==> config.mk <==
export PLATFORM = sky130hd
export DESIGN_NAME = resta_bcd_display
export DESIGN_NICKNAME = d
export VERILOG_FILES = /design/src/rtl/resta_bcd_display.sv
export SDC_FILE = /design/constraint.sdc
export NUM_CORES = 1
export LEC_CHECK = 0
export ABC_AREA = 1
export BUFFER_PORTS_ARGS = -buffer_cell sky130_fd_sc_hd__buf_2
export CORE_ASPECT_RATIO = 0.75
export CORE_UTILIZATION = 59
export DETAILED_ROUTE_END_ITERATION = 6
export GPL_TIMING_DRIVEN = 0
export HOLD_SLACK_MARGIN = 0.12
export PLACE_DENSITY = 0.84
export SYNTH_ARGS = -nofsm -noshare
export SYNTH_HDL_FRONTEND = slang
export SYNTH_SLANG_ARGS = --single-unit
==> constraint.sdc <==
create_clock -name clk -period 3.5 [get_ports clk]
set_clock_uncertainty 0.1 [all_clocks]
set_input_delay 0.175 -clock clk [delete_from_list [all_inputs] [get_ports clk]]
set_output_delay 0.175 -clock clk [all_outputs]
set_load 0.02 [all_outputs]
==> src/rtl/resta_bcd_display.sv <==
// Display stage for the N-bit subtractor: latches magnitude and sign on start,
// converts to BCD with shift-add-3 (one bit per clock) and drives active-low 7-segment digits.
module resta_bcd_display #(
    parameter int BITS   = 4,
    parameter int DIGITS = 2
) (
    input  logic                  clk,
    input  logic                  rst,
    input  logic                  start,
    input  logic [BITS-1:0]       mag,
    input  logic                  carry,
    output logic                  busy,
    output logic                  done,
    output logic                  neg,
    output logic [4*DIGITS-1:0]   bcd,
    output logic [7*DIGITS-1:0]   seg,
    output logic [6:0]            seg_sign
);

    localparam int CW = $clog2(BITS + 1);
    localparam logic [6:0] SEG_BLANK = 7'b1111111;
    localparam logic [6:0] SEG_MINUS = 7'b0111111;

    function automatic logic [127:0] pow10(input int n);
        logic [127:0] r;
        r = 128'd1;
        for (int k = 0; k < n; k++) begin
            r = r * 128'd10;
        end
        return r;
    endfunction

    localparam logic [127:0] DEC_RANGE = pow10(DIGITS);
    localparam logic [127:0] MAX_MAG   = (128'd1 << BITS) - 128'd1;

    // Refuse to elaborate a configuration whose largest magnitude does not fit in DIGITS digits.
    generate
        if (DEC_RANGE <= MAX_MAG) begin : g_range_check
            $error("resta_bcd_display: DIGITS too small for BITS");
        end
    endgenerate

    typedef enum logic [1:0] {
        IDLE,
        SHIFT,
        LOAD
    } state_t;

    state_t                 state_q, state_d;
    logic [BITS-1:0]        shreg_q, shreg_d;
    logic [4*DIGITS-1:0]    acc_q, acc_d;
    logic [CW-1:0]          cnt_q, cnt_d;
    logic                   negCap_q, negCap_d;
    logic [4*DIGITS-1:0]    bcd_q, bcd_d;
    logic [7*DIGITS-1:0]    seg_q, seg_d;
    logic                   neg_q, neg_d;
    logic [6:0]             sign_q, sign_d;
    logic                   done_q, done_d;

    logic [4*DIGITS-1:0]    accAdj;
    logic [7*DIGITS-1:0]    segNext;
    logic [3:0]             digit;
    logic                   seenNonZero;

    function automatic logic [6:0] seg7(input logic [3:0] d);
        logic [6:0] s;
        case (d)
            4'd0:    s = 7'b1000000;
            4'd1:    s = 7'b1111001;
            4'd2:    s = 7'b0100100;
            4'd3:    s = 7'b0110000;
            4'd4:    s = 7'b0011001;
            4'd5:    s = 7'b0010010;
            4'd6:    s = 7'b0000010;
            4'd7:    s = 7'b1111000;
            4'd8:    s = 7'b0000000;
            4'd9:    s = 7'b0010000;
            default: s = 7'b1111111;
        endcase
        return s;
    endfunction

    always_ff @(posedge clk or negedge rst) begin
        if (!rst) begin
            state_q  <= IDLE;
            shreg_q  <= '0;
            acc_q    <= '0;
            cnt_q    <= '0;
            negCap_q <= 1'b0;
            bcd_q    <= '0;
            seg_q    <= '1;
            neg_q    <= 1'b0;
            sign_q   <= SEG_BLANK;
            done_q   <= 1'b0;
        end else begin
            state_q  <= state_d;
            shreg_q  <= shreg_d;
            acc_q    <= acc_d;
            cnt_q    <= cnt_d;
            negCap_q <= negCap_d;
            bcd_q    <= bcd_d;
            seg_q    <= seg_d;
            neg_q    <= neg_d;
            sign_q   <= sign_d;
            done_q   <= done_d;
        end
    end

    // Digit correction before each shift, and segment encoding with leading-zero blanking.
    always_comb begin
        accAdj      = acc_q;
        segNext     = '1;
        digit       = 4'd0;
        seenNonZero = 1'b0;
        for (int i = 0; i < DIGITS; i++) begin
            if (acc_q[4*i +: 4] >= 4'd5) begin
                accAdj[4*i +: 4] = acc_q[4*i +: 4] + 4'd3;
            end
        end
        for (int i = DIGITS - 1; i >= 0; i--) begin
            digit = acc_q[4*i +: 4];
            if (digit != 4'd0) begin
                seenNonZero = 1'b1;
            end
            if (seenNonZero || (i == 0)) begin
                segNext[7*i +: 7] = seg7(digit);
            end else begin
                segNext[7*i +: 7] = SEG_BLANK;
            end
        end
    end

    always_comb begin
        state_d  = state_q;
        shreg_d  = shreg_q;
        acc_d    = acc_q;
        cnt_d    = cnt_q;
        negCap_d = negCap_q;
        bcd_d    = bcd_q;
        seg_d    = seg_q;
        neg_d    = neg_q;
        sign_d   = sign_q;
        done_d   = 1'b0;
        case (state_q)
            IDLE: begin
                if (start) begin
                    shreg_d  = mag;
                    negCap_d = ~carry & (mag != '0);
                    acc_d    = '0;
                    cnt_d    = CW'(BITS);
                    state_d  = SHIFT;
                end
            end
            SHIFT: begin
                acc_d   = {accAdj[4*DIGITS-2:0], shreg_q[BITS-1]};
                shreg_d = shreg_q << 1;
                cnt_d   = cnt_q - CW'(1);
                if (cnt_q == CW'(1)) begin
                    state_d = LOAD;
                end
            end
            LOAD: begin
                bcd_d   = acc_q;
                seg_d   = segNext;
                neg_d   = negCap_q;
                sign_d  = negCap_q ? SEG_MINUS : SEG_BLANK;
                done_d  = 1'b1;
                state_d = IDLE;
            end
            default: begin
                state_d = IDLE;
            end
        endcase
    end

    assign busy     = (state_q != IDLE);
    assign done     = done_q;
    assign neg      = neg_q;
    assign bcd      = bcd_q;
    assign seg      = seg_q;
    assign seg_sign = sign_q;

endmodule

* Word-level counts from Yosys, hierarchy flattened
Memory sizes are Yosys's and may differ from the RTL's. A register that Yosys moved wholly into a read port is not among the register bits.
Index checks and enable logic that the tools add are counted.
** Storage, ports and cells
- Register bits :: 49
- Memory bits (read-only) :: 224
- Bits of input ports :: 8
- Output and inout bits :: 32
- Logic and storage cells :: 48
- Memories :: 2
** Memory list
- (no name shown) :: depth 16, width 7, rd ports 1, clocked after memory_dff 0, wr ports 0, line 67 : case (d)
- (no name shown) :: depth 16, width 7, rd ports 1, clocked after memory_dff 1, wr ports 0, line 67
** Operators by class
- Add/sub/neg operators :: 3
- Order comparisons :: 2
- Equality and inequality tests :: 5
- Mux-type cells :: 15
- Bitwise operators :: 2
- Reductions and logical operators :: 9
** Operators with widths (number)
- 8-bit one-hot mux with 2 select lines :: 1
- 7-bit two-way mux :: 2
- 4-bit by 3-bit greater-or-equal comparator with 1-bit output (second input constant) :: 2
- 4-bit two-way mux :: 2
- 8-bit two-way mux :: 1
- 4-bit one-hot mux with 2 select lines :: 1
- 4-bit nonzero test :: 2
- 3-bit two-way mux :: 2
- 3-bit one-hot mux with 2 select lines :: 1
- 2-bit AND reduction :: 3
- 4-bit by 2-bit adder with 4-bit output (second input constant) :: 1
- 2-bit two-way mux :: 2
- 2-bit inequality test (second input constant) :: 2
- 2-bit one-hot mux with 2 select lines :: 1
- 2-bit nonzero test :: 2
- 3-bit by 2-bit adder with 3-bit output (second input constant) :: 1
- 3-bit by 1-bit equality test with 1-bit output (second input constant) :: 1
- 3-bit by 1-bit subtractor with 3-bit output (second input constant) :: 1
- 2-bit by 1-bit equality test with 1-bit output (second input constant) :: 1
- 2-bit equality test (second input constant) :: 1
- 2-bit logical NOT :: 1
- 1-bit two-way mux :: 2
- 1-bit AND :: 1
- 1-bit logical NOT :: 1
- 1-bit inverter :: 1

* Longest topological paths before layout
Gate-level depths: netlist of run 1.
- Word-level depth :: 3
- Gate-level depth with buffers :: 9
- Mapped depth without buffers :: 9

* Least setup slack after synthesis of run 1
Ideal clock, no wire load.
- Path type :: reg2reg
- From :: reg acc_q[0]
- To :: reg acc_q[1]
- Library setup time :: 0.117 ns
- Data arrival time :: 1.198 ns
- Required time :: 3.283 ns
- Slack :: 2.084 ns
- Stages on the path, launching flop included :: 10
- Path buffers :: 0
- Period minus slack after synthesis :: 1.416 ns
- Cells stage by stage :: dfrtp_1 inv_1 ha_1 inv_1 nor2_1 nand2_1 nand2_1 nand2_1 nand3_1 nand2_1
** Between the ends
- Longest elaborated chain between the ends :: 3
- Elaborated cells on any way between the ends :: 4
- Classes of those cells :: 1 x add/sub; 1 x order compare; 2 x mux
** RTL lines
- start, declared :: line 51 : logic [4*DIGITS-1:0] acc_q, acc_d;
- start signal, assigned :: line 87 : acc_q <= '0;
- start signal, assigned :: line 98 : acc_q <= acc_d;
- 4-bit by 2-bit adder with 4-bit output / 4-bit by 3-bit greater-or-equal comparator with 1-bit output (equally long branches) :: line 117, 116
- 4-bit two-way mux (*) :: line 116 : if (acc_q[4*i +: 4] >= 4'd5) begin
- 8-bit one-hot mux with 2 select lines (*) :: line 144 : case (state_q)
Mark *: on every way between the ends. The rest lies on a longest branch, timed or not.
A chain may end at the register's enable or synchronous reset.

* Final worst setup path of run 1
- From :: reg acc_q[0]
- To :: reg acc_q[2]
The elaborated chain is that of the path after synthesis.

==> results.yml, run 1 <==
synthesis:
  synth_seq_cells: 43
  ys_seq_area_frac: 0.4918
  yosys.area.top_type: "dfrtp_1"
  ys_warn_count: 0
  synthTopCellsByArea: "dfrtp_1, dfstp_2, nand2_1, ha_1, nand3_1"
  synthDominantCellAreaShare: 0.3148
  synth_adder_area_share: 0.07870
  synthSimpleGateAreaFrac: 0.2518
  synth.distinct_cells: 30
  synth_top_family_by_area: "simple AND/OR/NAND/NOR gates"
  avgSynthCellArea_sq_um: 8.496
  synth_compound_area_frac: 0.09444
  synth_area_sq_um: 2226
  yosys.area_share.xor_xnor: 0
  syn-instance-count: 262
  synthMuxAreaShare: 0
sta:
  worstMarginPinSlew_ps: 916.0
  tns_ps: 0
  hold_viol: 0
  fin_crit_ps: 1686
  rsz0062_at_grt: "false"
  fmax_ghz: 0.5933
  min_period_over_period: 0.4816
  setup_viol: 0
  relSlewSlack: 0.3894
  slew_violations: 0
floorplanning:
  rows: 18
  initial_core_util: 0.6460
  num_io_pins: 40
  die-area_sq_um: 4025
  die_h_um: 55.20
  dieWidth_um: 72.93
  core_area_sq_um: 3446
worst_setup_path:
  crit_fanout: 6
  path_class: "reg -> reg"
  ff2ff_setup_slack_ps: 1810
  rr_endpoint: "acc_q[2]$_DFFE_PN0P_"
  crit_chain: "inv_1 > ha_1 > inv_1 > nor2_1 > nand2_1 > nand2_1 > nand2_1 > nand3_1 > nand2_1"
  cpMostUsedCell: "nand2_1"
  cp.arrival_ps: 1780
  cp_slowest_stage_delay_ps: 450
  crit_path_start_kind: "flop"
  worst_r2r_path_depth: 9
  slowest_stage: "dfrtp_1"
  r2r_start: "acc_q[0]$_DFFE_PN0P_"
  required_ps: 3590
  endpoint_kind: "flop"
clock_network:
  h-tree-depth: 2
  cts_buffer_depth: 2
  clock-sinks: 43
  cts_root_buf: "clkbuf_8"
  clock_latency_ps: 300
  cts_setup_buffers: 0
  cts_resized: 0
  clk_pin_slew_ps: 80
  cts_buffers: 5
  cts_tree: "yes"
hold_path:
  hold_depth: 2
  hp-class: "reg -> reg"
  hold_end: "neg$_DFFE_PN0P_"
  worstHoldStart: "neg$_DFFE_PN0P_"
grt:
  grt_pass1_wl_mm: 7.948
  grt-ovfl-total: 0
  track_usage: 0.2706
  antenna_found_initial: 0
  grt_pass1_vias: 1748
  grt_max_degree: 44
route:
  vias_per_cell: 5.200
  first_pass_iters: 4
  drc_errors: 0
  drt_iter0_markers: 185
  wire_per_inst_um: 13.05
  postRouteAntennaNets: 0
  wirelength_mm: 4.762
  vias: 1898
power_and_ir_drop:
  vdd_drop_max_v: 0.0006003
  seq_power_share: 0.354
  p_leak_nw: 1.391
  power_density_nw_per_um2: 996.9
  p_int_w: 0.001470
  switching_power_w: 0.001181
  pwr-share-clk: 0.151
  switching_share: 0.4455
  combPwrFrac: 0.495
finish:
  layout_common_cells: "nand2_1, buf_2, dfrtp_1, nand3_1"
  fin_util: 0.7720
  final_nets: 336
  area_growth_pct: 19.51
  fillerInstances: 255
  layout_commonest_cell: "nand2_1"
  diodes: 0
  drive_gt1_frac: 0.2540
placement:
  io_buffers: 33
  hpwl_mm: 3.293
  place.gp.congestion: 0.8675
outcome:
  outcome: "finished clean"
job:
  cap_violations: 0
[state kept, by name, indices dropped and copies added (netlist names)]
register  cells
seg          14
acc_q         8
bcd           8
shreg_q       4
cnt_q         3
state_q       2
done          1
neg           1
negCap_q      1
seg_sign      1
[worst max path at each step]
stage	from	endpoint	slack [ps]
final	acc_q[0]$_DFFE_PN0P_	acc_q[2]$_DFFE_PN0P_	1810
after global placement	acc_q[0]$_DFFE_PN0P_	acc_q[1]$_DFFE_PN0P_	1910
after CTS	acc_q[0]$_DFFE_PN0P_	acc_q[2]$_DFFE_PN0P_	1850
after global routing	acc_q[1]$_DFFE_PN0P_	acc_q[1]$_DFFE_PN0P_	1640
after detailed placement	acc_q[0]$_DFFE_PN0P_	acc_q[2]$_DFFE_PN0P_	1860
after floorplan	acc_q[0]$_DFFE_PN0P_	acc_q[1]$_DFFE_PN0P_	2080
[metrics by stage]
stage	instance area (sq um)	std cells	setup WS (ps)	power, W	hold slack (ps)
detailed placement	2472	350	1860	0.002235	258.5
floorplan	2245	267	2084	0.001876	-220.6
finish	2660	365	1814	0.002652	378.6
CTS	2660	365	1845	0.002646	381.6
global placement	2472	350	1912	0.002181	251.1
global route	2660	365	1635	0.002881	411.3
[critical path: cells and delay by family (launching register included)]
| kind | cells | cell delay (ps) |
|---|---|---|
| simple gates | 6 | 550 |
| fa+ha+maj | 1 | 230 |
| buf+inv | 2 | 250 |
| flops | 1 | 450 |
[cells in the mapped netlist (all sizes together)]
master / instances
a22oi: 1
a21oi: 3
nand3: 26
or2: 2
inv: 23
a31oi: 1
nor2: 22
o211ai: 6
o22ai: 2
dfrtp: 28
o21ai: 22
conb: 1
nor3: 2
clkbuf: 1
ha: 14
dfstp: 15
nand4: 1
nand2: 79
o22a: 1
buf: 12
[what timing repair did]
item                                   4_1_cts  5_1_grt
setup endpoints to repair                    0        0
hold buffers                                 7        0
endpoints found under the hold margin       34        0
[cell type report]
| type | count | area [sq um] | share of cell area |
|---|---|---|---|
| multi-input cells | 188 | 968.4 | 0.3641 |
| repair buffers | 40 | 235.2 | 0.08843 |
| well taps | 50 | 62.56 | 0.02352 |
| clock inverters | 2 | 35.03 | 0.01317 |
| plain buffers | 13 | 95.09 | 0.03575 |
| flip-flops and latches | 43 | 1095 | 0.4116 |
| inverters | 23 | 86.33 | 0.03246 |
| clock buffers | 6 | 82.58 | 0.03104 |
[power by group through the flow]
stage	Clock, W	Combinational, W	Sequential, W
after global placement	0	0.00125	0.000934
after detailed placement	0	0.00129	0.000944
final	0.000401	0.00131	0.000938
after CTS	0.000405	0.00131	0.000937
after floorplan	0	0.000790	0.00109
after global routing	0.000423	0.00148	0.000974
[cells by family after synthesis]
| kind of cell | after synthesis |
|---|---|
| DFF | 43 |
| and+or+nand+nor | 132 |
| buffers and inverters | 36 |
| AOI/OAI and AO/OA | 36 |
| other | 1 |
| adders and majority gates | 14 |
[routing by layer]
| layer | share of wire | global-route usage | wire [um] | vias to the layer above |
|---|---|---|---|---|
| met3 | 0.056 | 0.05254 | 267 | 8 |
| met1 | 0.48 | 0.3633 | 2302 | 877 |
| li1 | - | - | - | 937 |
| met5 | 0 | 0 | 0 | - |
| met4 | 0.013 | 0.09804 | 62 | 0 |
| met2 | 0.45 | 0.4470 | 2130 | 76 |
Power figures use the tool's default switching activity.
==> run 2, diff against run 1 <==
Settings changed: CORE_UTILIZATION 59 to 50, PLACE_DENSITY 0.84 to 0.76.
Clock period 3.5 ns to 1.4 ns, I/O delays scaled along.
==> run 2 against run 1 <==
  * The flow now finishes with violations (setup timing)
  * Largest power group unchanged
  * Non-clock buffer count increased by 16
  * First-iteration DRC count shrank 29%
  * Worst setup slack got worse by 1800 ps
  * Cell count increased by 5.8%
  * Flip-flop and latch count did not move
  * Utilization fell by 7.0 points
  * Sequential power rose to 2.5 times the previous value
  * Power increased to 2.8 times the previous value
  * Count of clock-buffer cells in the layout is 1 higher
  * Via count is 3.6% higher
  * Worst hold slack lost 140 ps
==> results.yml, run 2 (synthesis results as in run 1) <==
route:
  vias: 1966
  vias_per_cell: 5.093
  first_pass_iters: 4
  wirelength_mm: 5.079
  wire_per_inst_um: 13.16
  drt_iter0_markers: 132
  drc_errors: 0
  postRouteAntennaNets: 0
placement:
  hpwl_mm: 3.258
  placed_cell_area_sq_um: 2479
  io_buffers: 33
  place.gp.congestion: 0.8363
job:
  cap_violations: 0
floorplanning:
  num_io_pins: 40
  dieWidth_um: 79.05
  core_area_sq_um: 4154
  die_h_um: 59.78
  initial_core_util: 0.5358
  rows: 20
  die-area_sq_um: 4725
clock_network:
  clock_latency_ps: 300
  cts_tree: "yes"
  cts_root_buf: "clkbuf_8"
  clk_pin_slew_ps: 80
  h-tree-depth: 2
  cts_buffers: 5
  cts_buffer_depth: 2
  clock-sinks: 43
worst_setup_path:
  path_class: "reg -> reg"
  crit_fanout: 4
  cp.arrival_ps: 1520
  r2r_start: "acc_q[4]$_DFFE_PN0P_"
  required_ps: 1520
  startpoint: "acc_q[4]$_DFFE_PN0P_"
  endpoint_kind: "flop"
  crit_path_start_kind: "flop"
hold_path:
  hp-class: "in -> async"
grt:
  antenna_found_initial: 0
  grt_max_degree: 44
  grt_pass1_wl_mm: 8.162
  track_usage: 0.2301
  grt_pass1_vias: 1717
  grt-ovfl-total: 0
finish:
  final_nets: 352
  largest_reg_flops: 14
  layout_common_cells: "nand2_1, buf_2, dfrtp_1, buf_4, nand3_1"
  diodes: 0
  area_growth_pct: 31.08
  fillerInstances: 323
  drive_gt1_frac: 0.3686
  fin_area_sq_um: 2918
  layout_commonest_cell: "nand2_1"
sta:
  fmax_ghz: 0.7124
  slew_violations: 0
  setup_viol: 1
  setup_ws_ps: -3.671
  worstMarginPinSlew_ps: 591.3
  min_period_over_period: 1.003
  fin_crit_ps: 1404
  relSlewSlack: 0.6058
  rsz0062_at_grt: "true"
  tns_ps: -3.671
  hold_ws_ps: 237.2
  hold_viol: 0
power_and_ir_drop:
  vdd_drop_max_v: 0.001232
  p_leak_nw: 1.467
  power_density_nw_per_um2: 2512
outcome:
  violations: "setup timing"
  outcome: "finished with violations"
-- run 2: per-stage QoR --
stage | total power, W | instances | utilization | setup WS (ps)
3_3_place_gp | 0.005481 | 355 | 0.5967 | -185.3
5_1_grt | 0.007954 | 386 | 0.7024 | -38.61
4_1_cts | 0.006923 | 383 | 0.6714 | 6.213
2_1_floorplan | 0.004694 | 267 | - | 2.010
3_5_place_dp | 0.005576 | 355 | 0.5967 | -213.0
6_report | 0.007331 | 386 | 0.7024 | -3.671
-- run 2: area by class of cell --
class / count / area (sq um) / share of cell area
timing repair buffer: 56 / 360.3 / 0.1235
clock buffer: 7 / 76.32 / 0.02616
inverter: 23 / 96.34 / 0.03302
clock inverter: 1 / 30.03 / 0.01029
multi-input combinational: 188 / 1085 / 0.3718
buffer: 13 / 103.9 / 0.03559
tap: 55 / 68.82 / 0.02358
sequential: 43 / 1097 / 0.3761
-- run 2: report_power, final --
part,total [W],internal [W],switching [W]
registers,0.00237,0.00196,0.000412
clock network,0.000943,0.000534,0.000409
logic,0.00402,0.00161,0.00240
total,0.00733,0.00411,0.00323
-- run 2: critical path, cell delays in order, from the launching register on --
cell	delay, ps
dfrtp_2	470
buf_4	170
ha_1	210
a31oi_1	250
a21oi_1	120
-- run 2: per-layer routing --
layer	routed length, um	vias up	track usage
li1	-	971	-
met1	2455	923	0.3343
met2	2294	65	0.3350
met3	275	7	0.05954
met4	54	0	0.07532
met5	0	-	0
-- run 2: final timing paths --
check,endpoint,slack [ps],depth (start not counted)
hold / removal,cnt_q[0]$_DFFE_PN0P_,240,2
setup reg to reg,seg[13]$_DFFE_PN1P_,-4,4
setup / recovery,seg[13]$_DFFE_PN1P_,-4,4
min in group clk,neg$_DFFE_PN0P_,380,2
max in group asynchronous,acc_q[0]$_DFFE_PN0P_,530,2
hold reg to reg,neg$_DFFE_PN0P_,380,2
-- run 2: repair_timing --
action / CTS / global route
pin swaps: 4 / 7
buffers inserted: 12 / 4
endpoints found under the setup margin: 13 / 26
hold buffers: 8 / 0
endpoints found under the hold margin: 35 / 0
gates resized for setup: 15 / 30
==> run 3, diff against run 2 <==
Settings changed: CORE_UTILIZATION 50 to 59, PLACE_DENSITY 0.76 to 0.84.
Clock period 1.4 ns to 1.8 ns, I/O delays scaled along.
==> run 3 against run 2 <==
  * The run now ends clean
  * Clock power decreased by 17%
  * First-iteration DRC count grew 48%
  * Non-clock buffer count down 14
  * Sequential power down 23%
  * Cell count is 4.9% lower
  * Flip-flop and latch count unchanged
  * Via count is 3.0% lower
  * Die area shrank 15%
  * Critical endpoint is now shreg_q[0]$_DFFE_PN0P_
  * Largest cell class unchanged
  * Highest routed layer unchanged
==> results.yml, run 3 (synthesis results as in run 1) <==
clock_network:
  cts_buffers: 5
  cts_setup_buffers: 0
  clock_latency_ps: 300
  h-tree-depth: 2
  clock-sinks: 43
  clk_pin_slew_ps: 80
  cts_tree: "yes"
  cts_root_buf: "clkbuf_8"
  cts_buffer_depth: 2
floorplanning:
  core_area_sq_um: 3446
  dieWidth_um: 72.93
  num_io_pins: 40
  die_h_um: 55.20
  die-area_sq_um: 4025
  rows: 18
  initial_core_util: 0.6460
finish:
  layout_common_cells: "nand2_1, buf_2, dfrtp_1, nand3_1, nor2_1"
  area_growth_pct: 20.40
  final_nets: 338
  diodes: 0
  drive_gt1_frac: 0.2587
  largest_reg_flops: 14
  layout_commonest_cell: "nand2_1"
  fin_util: 0.7778
job:
  cap_violations: 0
sta:
  slew_violations: 0
  worstMarginPinSlew_ps: 912.8
  fin_crit_ps: 1604
  fmax_ghz: 0.6235
  rsz0062_at_grt: "false"
  relSlewSlack: 0.3915
  hold_viol: 0
  min_period_over_period: 0.8910
  setup_viol: 0
  tns_ps: 0
worst_setup_path:
  startpoint: "state_q[1]$_DFFE_PN0P_"
  endpoint_kind: "flop"
  ff2ff_setup_slack_ps: 200
  crit_fanout: 5
  crit_end: "shreg_q[0]$_DFFE_PN0P_"
  rr_endpoint: "shreg_q[0]$_DFFE_PN0P_"
  cp.arrival_ps: 1730
  path_class: "reg -> reg"
  r2r_start: "state_q[1]$_DFFE_PN0P_"
  required_ps: 1930
  worst_r2r_path_depth: 6
  crit_path_start_kind: "flop"
grt:
  track_usage: 0.2759
  grt_pass1_wl_mm: 8.066
  grt-ovfl-total: 0
  grt_pass1_vias: 1758
  antenna_found_initial: 0
  grt_max_degree: 44
hold_path:
  hp-class: "in -> async"
route:
  vias_per_cell: 5.199
  postRouteAntennaNets: 0
  drc_errors: 0
  first_pass_iters: 4
  drt_iter0_markers: 195
  wirelength_mm: 4.812
  wire_per_inst_um: 13.11
  vias: 1908
power_and_ir_drop:
  seq_power_share: 0.353
  vdd_drop_max_v: 0.001220
  power_density_nw_per_um2: 1929
  switching_power_w: 0.002303
  switching_share: 0.4456
  p_leak_nw: 1.396
  p_int_w: 0.002866
  combPwrFrac: 0.496
  pwr-share-clk: 0.151
outcome:
  outcome: "finished clean"
placement:
  place.gp.congestion: 0.8675
  hpwl_mm: 3.293
  io_buffers: 33
[run 3: cell count changes in the layout (fill, tap and decap cells not counted), sizes merged]
cell	delta
clkbuf	-2
clkinv	+1
buf	-14
dlygate4sd3	+1
[run 3: repair_timing]
action,CTS,global route
endpoints found under the hold margin,35,0
hold buffers,9,0
endpoints found under the setup margin,0,2
resized for setup,0,2
[run 3: how the worst min path moves through the flow]
| stage | end | cells past startpoint |
|---|---|---|
| after floorplan | acc_q[0]$_DFFE_PN0P_ | 0 |
| final | bcd[7]$_DFFE_PN0P_ | 2 |
| after CTS | neg$_DFFE_PN0P_ | 2 |
| after global routing | bcd[1]$_DFFE_PN0P_ | 2 |
| after detailed placement | bcd[7]$_DFFE_PN0P_ | 1 |
| after global placement | bcd[7]$_DFFE_PN0P_ | 1 |
[run 3: power groups by stage]
| stage | clock network, W | logic, W | registers [W] |
|---|---|---|---|
| final | 0.000779 | 0.00256 | 0.00183 |
| after global routing | 0.000823 | 0.00290 | 0.00190 |
| after CTS | 0.000787 | 0.00254 | 0.00182 |
| after detailed placement | 0 | 0.00251 | 0.00184 |
| after global placement | 0 | 0.00243 | 0.00182 |
| after floorplan | 0 | 0.00154 | 0.00211 |
[run 3: final cells by class]
class	instances	area, sq um
plain buffers	13	95.09
clock buffers	6	82.58
clock inverters	2	35.03
fillers	257	765.7
inverters	23	86.33
multi-input cells	188	968.4
flip-flops and latches	43	1095
well taps	50	62.56
repair buffers	42	255.2
[run 3: critical path, cell delays in order, from the launching register on]
cell and delay, ps:
dfrtp_1 420, inv_2 110, nand3_2 140, inv_1 100, nand2_1 50, dlygate4sd3_1 550
o21ai_1 70
[run 3: routing by layer]
layer / share of wire / vias up / global-route usage
li1: - / 946 / -
met5: 0 / - / 0
met1: 0.49 / 883 / 0.3692
met3: 0.048 / 10 / 0.05254
met2: 0.44 / 69 / 0.4564
met4: 0.015 / 0 / 0.1046
[run 3: per-stage QoR]
stage / total power, W / cell area, sq um / hold slack [ps] / cells / worst slack (ps)
final: 0.005170 / 2680 / 363.5 / 367 / 196.2
after detailed placement: 0.004347 / 2472 / 173.5 / 350 / 160.1
after CTS: 0.005153 / 2680 / 381.6 / 367 / 145.0
after global routing: 0.005623 / 2680 / 411.3 / 367 / 19.59
after floorplan: 0.003648 / 2245 / -305.6 / 267 / 384.2
after global placement: 0.004241 / 2472 / 166.1 / 350 / 212.3
